===== src/rtl/reorder_fifo.sv =====
// -----------------------------------------------------------------------------
// reorder_fifo
//
// In-order reorder queue between dispatch and commit. Dispatch enqueues at
// most one record per cycle; commit sees the oldest record on commit_info and
// retires it with commit_pop. A flush discards every resident entry in one
// cycle (mispredict / trap recovery). reOrder_fifo_full back-pressures
// dispatch.
//
// Parameters
//   DW : record width (64 PC + 5+RB rename + 3 flags = 76 with RB=4)
//   AW : pointer index width, depth DP = 2**AW
//
// Ports
//   CLK                : clock, all state changes on the rising edge
//   RST                : synchronous active-high reset, highest priority
//   dispat_info        : record to enqueue
//   reOrder_fifo_push  : enqueue request
//   reOrder_fifo_full  : occupancy == DP (pointer-derived, registered)
//   reOrder_fifo_empty : occupancy == 0  (pointer-derived, registered)
//   commit_info        : record at the head (stale content when empty)
//   commit_pop         : retire the head record
//   flush              : discard all entries, beats push and pop
//   reOrder_fifo_cnt   : occupancy 0..DP
//
// Build option
//   REORDER_FIFO_FULL_PASS_EN : when defined, a push that arrives while the
//   queue is full is still accepted if commit pops in the same cycle (the
//   slot being vacated is reused). When undefined such a push is dropped.
// -----------------------------------------------------------------------------
module reorder_fifo #(
   parameter int DW = 76,
   parameter int AW = 2
) (
   input  logic          CLK,
   input  logic          RST,
   input  logic [DW-1:0] dispat_info,
   input  logic          reOrder_fifo_push,
   output logic          reOrder_fifo_full,
   output logic          reOrder_fifo_empty,
   output logic [DW-1:0] commit_info,
   input  logic          commit_pop,
   input  logic          flush,
   output logic [AW:0]   reOrder_fifo_cnt
);

   localparam int DP = 1 << AW;

   // Storage: plain array, data is never reset.
   logic [DW-1:0] r_mem [DP];

   // Pointers carry one extra wrap bit above the index.
   logic [AW:0]   r_wr_ptr;
   logic [AW:0]   r_rd_ptr;

   logic [AW-1:0] w_wr_idx;
   logic [AW-1:0] w_rd_idx;
   logic          w_full;
   logic          w_empty;
   logic          w_push_ok;
   logic          w_pop_ok;
   logic          w_wr_en;

   assign w_wr_idx = r_wr_ptr[AW-1:0];
   assign w_rd_idx = r_rd_ptr[AW-1:0];

   // Status is decoded from registered pointers only.
   assign w_empty = (r_wr_ptr == r_rd_ptr);
   assign w_full  = (w_wr_idx == w_rd_idx) && (r_wr_ptr[AW] != r_rd_ptr[AW]);

`ifdef REORDER_FIFO_FULL_PASS_EN
   // While full, the head slot being retired this cycle is the slot the
   // write pointer addresses, so a simultaneous push can reuse it.
   assign w_push_ok = reOrder_fifo_push & (~w_full | commit_pop);
`else
   assign w_push_ok = reOrder_fifo_push & ~w_full;
`endif

   assign w_pop_ok = commit_pop & ~w_empty;

   // Reset and flush both suppress the array write so a discarded record
   // never lands in storage.
   assign w_wr_en = w_push_ok & ~flush & ~RST;

   always_ff @(posedge CLK) begin
      if (w_wr_en) begin
         r_mem[w_wr_idx] <= dispat_info;
      end
   end

   // Pointer update: reset > flush > push/pop.
   always_ff @(posedge CLK) begin
      if (RST) begin
         r_wr_ptr <= '0;
         r_rd_ptr <= '0;
      end else if (flush) begin
         r_rd_ptr <= r_wr_ptr;
      end else begin
         if (w_push_ok) begin
            r_wr_ptr <= r_wr_ptr + {{AW{1'b0}}, 1'b1};
         end
         if (w_pop_ok) begin
            r_rd_ptr <= r_rd_ptr + {{AW{1'b0}}, 1'b1};
         end
      end
   end

   // Head read is combinational from registered storage; no fall-through
   // from dispat_info when empty.
   assign commit_info        = r_mem[w_rd_idx];
   assign reOrder_fifo_full  = w_full;
   assign reOrder_fifo_empty = w_empty;
   // Modulo 2**(AW+1) difference gives 0..DP directly.
   assign reOrder_fifo_cnt   = r_wr_ptr - r_rd_ptr;

endmodule

===== config.mk =====
export PLATFORM = sky130hd
export DESIGN_NAME = reorder_fifo
export DESIGN_NICKNAME = d
export VERILOG_FILES = /design/src/rtl/reorder_fifo.sv
export SDC_FILE = /design/constraint.sdc
export NUM_CORES = 1
export LEC_CHECK = 0
export CORE_ASPECT_RATIO = 1.1
export CORE_MARGIN = 2
export CORE_UTILIZATION = 40
export CTS_BUF_LIST = sky130_fd_sc_hd__clkbuf_4 sky130_fd_sc_hd__clkbuf_8 sky130_fd_sc_hd__clkbuf_16
export CTS_CLUSTER_SIZE = 28
export DETAILED_ROUTE_END_ITERATION = 7
export DONT_BUFFER_PORTS = 1
export GPL_ROUTABILITY_DRIVEN = 0
export GPL_TIMING_DRIVEN = 0
export SLEW_MARGIN = 40
export SYNTH_ARGS = -nofsm -noshare
export SYNTH_HDL_FRONTEND = slang
export SYNTH_SLANG_ARGS = --single-unit

===== constraint.sdc =====
create_clock -name CLK -period 10 [get_ports CLK]
set_clock_uncertainty 0.1 [all_clocks]
set_input_delay 2.5 -clock CLK [delete_from_list [all_inputs] [get_ports CLK]]
set_output_delay 2.5 -clock CLK [all_outputs]
set_load 0.03 [all_outputs]

==> flow_metrics.py <==
metrics = {
    "floorplanning": {
        "die_w_um": 165.9,
        "coreArea_sq_um": 28550,
        "dieArea_sq_um": 30230,
        "placementRows": 65,
        "io_pins": 162,
        "initial_core_util_pct": 40.43,
        "die_h_um": 182.1,
    },
    "sta": {
        "period_minus_slack_ns": 4.999,
        "tightest_slew_ns": 0.7573,
        "clock.fmax_ghz": 0.2000,
        "finalCritPeriodShare_pct": 49.99,
        "setup_viol": 0,
        "hold_viol": 0,
        "setup_slack_ns": 5.001,
        "relSlewSlack_pct": 49.15,
        "slew_violations": 0,
        "tns_ns": 0,
        "grt_setup_unrepaired": "no",
    },
    "detailed_routing": {
        "postRouteAntennaNets": 0,
        "firstDrtPassIters": 5,
        "wire_per_inst_um": 24.03,
        "drt_iter0_markers": 419,
        "vias": 4859,
        "remaining_drc_errors": 0,
        "drt-total-wl_mm": 21.51,
        "vias_per_cell": 5.429,
    },
    "yosys": {
        "syn-cell-area_sq_um": 11540,
        "synth_top_family_by_area": "multiplexers",
        "synth_xor_area_share_pct": 0.2927,
        "synthMuxAreaShare_pct": 15.06,
        "synth-seq-area-share_pct": 80.49,
        "synthFlopType": "edfxtp_1",
        "syn_avg_cell_area_sq_um": 24.98,
        "synthSimpleGateAreaFrac_pct": 1.193,
        "synthAdderAreaFrac_pct": 0.9325,
        "ys_warn_count": 0,
        "synth_compound_area_share_pct": 0.7156,
        "yosys_register_bits": 312,
        "synth_edf_count": 304,
        "netlist_instances": 462,
        "ys_types": 35,
        "postSynth.asyncResetShare_pct": 0,
        "synth_nets": 551,
    },
    "run_status": {
        "status": "completed",
    },
    "setup_path": {
        "r2r_slack_ns": 7.02,
        "r2r_end": "r_mem[1][40]",
        "r2r-start": "r_wr_ptr[0]",
        "cp.required_ns": 7.40,
        "arrival_ns": 2.40,
        "ff2ff_path_depth": 7,
        "cp-start-kind": "flop",
        "worstPathMaxFanout": 10,
        "critPathKind": "flop to output port",
        "cp-end-kind": "output port",
    },
    "finish": {
        "diodes": 0,
        "layout_commonest_cell": "edfxtp_1",
        "area_growth_pct": 14.82,
        "fin_nets": 593,
        "final_layout_size_suffix_gt1_share_pct": 29.98,
        "layout_common_cells": "edfxtp_1, mux4_2, clkbuf_16",
    },
    "pwr": {
        "p_leak_nw": 4.068,
        "p_sw_share_pct": 22.62,
        "p_switching_uw": 647.6,
        "power.share.combinational_pct": 9.1,
        "ir_drop_v": 0.0001643,
        "power_per_cell_area_nw_per_um2": 216.1,
        "clockPowerShare_pct": 39.9,
        "power.internal_mw": 2.216,
        "sequentialPowerShare_pct": 51.0,
    },
    "clock_network": {
        "cts_root_buf": "clkbuf_16",
        "clkLatencyLatePin_ns": 0.54,
        "htreeDepth": 1,
        "cts_hold_buf": 0,
        "post_cts_buffers": 0,
        "cts_resized": 0,
        "clkTransAtPathRegs_ns": 0.07,
        "cts_tree": "yes",
        "clock_sinks": 312,
        "cts_buffer_depth": 3,
        "cts_buffers": 31,
    },
    "worst_hold_path": {
        "worstHoldEndpoint": "r_rd_ptr[2]",
        "min_from": "r_wr_ptr[2]",
        "hold_path_class": "flop to flop",
        "holdPathStages": 2,
    },
    "place": {
        "hpwl_mm": 13.79,
        "io_buffers": 0,
        "pre_cts_ws_ns": 5.318,
    },
    "global_routing": {
        "grt-ovfl-total": 0,
        "grt_pass1_vias": 5377,
        "antenna_found_initial": 0,
        "track_usage_pct": 14.10,
        "grt_max_degree": 33,
        "grt_pass1_wl_mm": 32.49,
    },
    "run": {
        "maxCapViolations": 0,
    },
}
-- critical path: stages, from the launching register on --
cell	delay [ns]
dfxtp_1	0.38
buf_1	0.56
buf_2	0.42
mux4_2	0.49
-- cells in the mapped netlist, drive strengths merged (3+ instances only) --
| master | count | area share (%) |
|---|---|---|
| buf | 16 | 0.99 |
| ha | 7 | 0.76 |
| edfxtp | 304 | 79 |
| inv | 7 | 0.23 |
| nor2 | 6 | 0.20 |
| mux4 | 76 | 15 |
| dfxtp | 8 | 1.4 |
| and3 | 4 | 0.22 |
| nor2b | 3 | 0.16 |
| clkbuf | 3 | 0.098 |
-- state kept, by name (all words and copies together) (netlist names), named ones only --
register	count
r_mem	304
r_wr_ptr	3
r_rd_ptr	3
-- how the worst max path moves through the flow --
stage	startpoint	to	depth (start not counted)	slack (ns)
3_3_place_gp	reOrder_fifo_push	r_mem[1][55]	3	3.02
2_1_floorplan	reOrder_fifo_push	r_mem[0][0]	3	4.68
3_5_place_dp	reOrder_fifo_push	r_mem[1][55]	5	5.32
4_1_cts	flop	commit_info[38]	3	4.85
5_1_grt	flop	commit_info[38]	3	4.82
6_report	flop	commit_info[38]	3	5.00
-- layer usage --
metal | GRT usage (%) | routed length [um] | share of wire [%]
met5 | 0 | 0 | 0
met4 | 3.687 | 408 | 1.9
met3 | 4.901 | 2017 | 9.4
met2 | 24.75 | 11000 | 51
met1 | 16.65 | 8078 | 38
-- power by group through the flow --
stage | clock, mW | sequential [mW] | combinational [mW]
6_report | 1.14 | 1.46 | 0.260
5_1_grt | 1.23 | 1.46 | 0.273
4_1_cts | 1.18 | 1.46 | 0.266
3_5_place_dp | 0 | 1.49 | 0.265
3_3_place_gp | 0 | 1.49 | 0.259
2_1_floorplan | 0 | 1.49 | 0.218
-- cell families after synthesis --
family,Yosys count
fa+ha+maj,8
flops,312
buf+inv,26
xor+xnor,3
simple gates,25
compound gates,10
mux,78
-- area by class of cell --
class                   count  area, sq um
repair buffers              9        202.7
fillers                  2295        15300
plain buffers              19        126.4
clock inverters            23        235.2
flip-flops and latches    312         9289
multi-input cells         124         2120
clock buffers              33        790.8
inverters                   7        26.28
well taps                 368        460.4
-- stage by stage --
| step | total power [mW] | hold slack (ns) | cell area, sq um | util (%) | std cells |
|---|---|---|---|---|---|
| floorplan | 1.705 | 0.4577 | 11540 | - | 462 |
| global placement | 1.748 | 0.4780 | 12000 | 42.04 | 830 |
| detailed placement | 1.754 | 0.5030 | 12220 | 42.82 | 839 |
| CTS | 2.909 | 0.5337 | 13250 | 46.42 | 895 |
| global route | 2.968 | 0.5563 | 13250 | 46.42 | 895 |
| finish | 2.863 | 0.5334 | 13250 | 46.42 | 895 |
No activity file was read; power rests on OpenSTA's default activity.
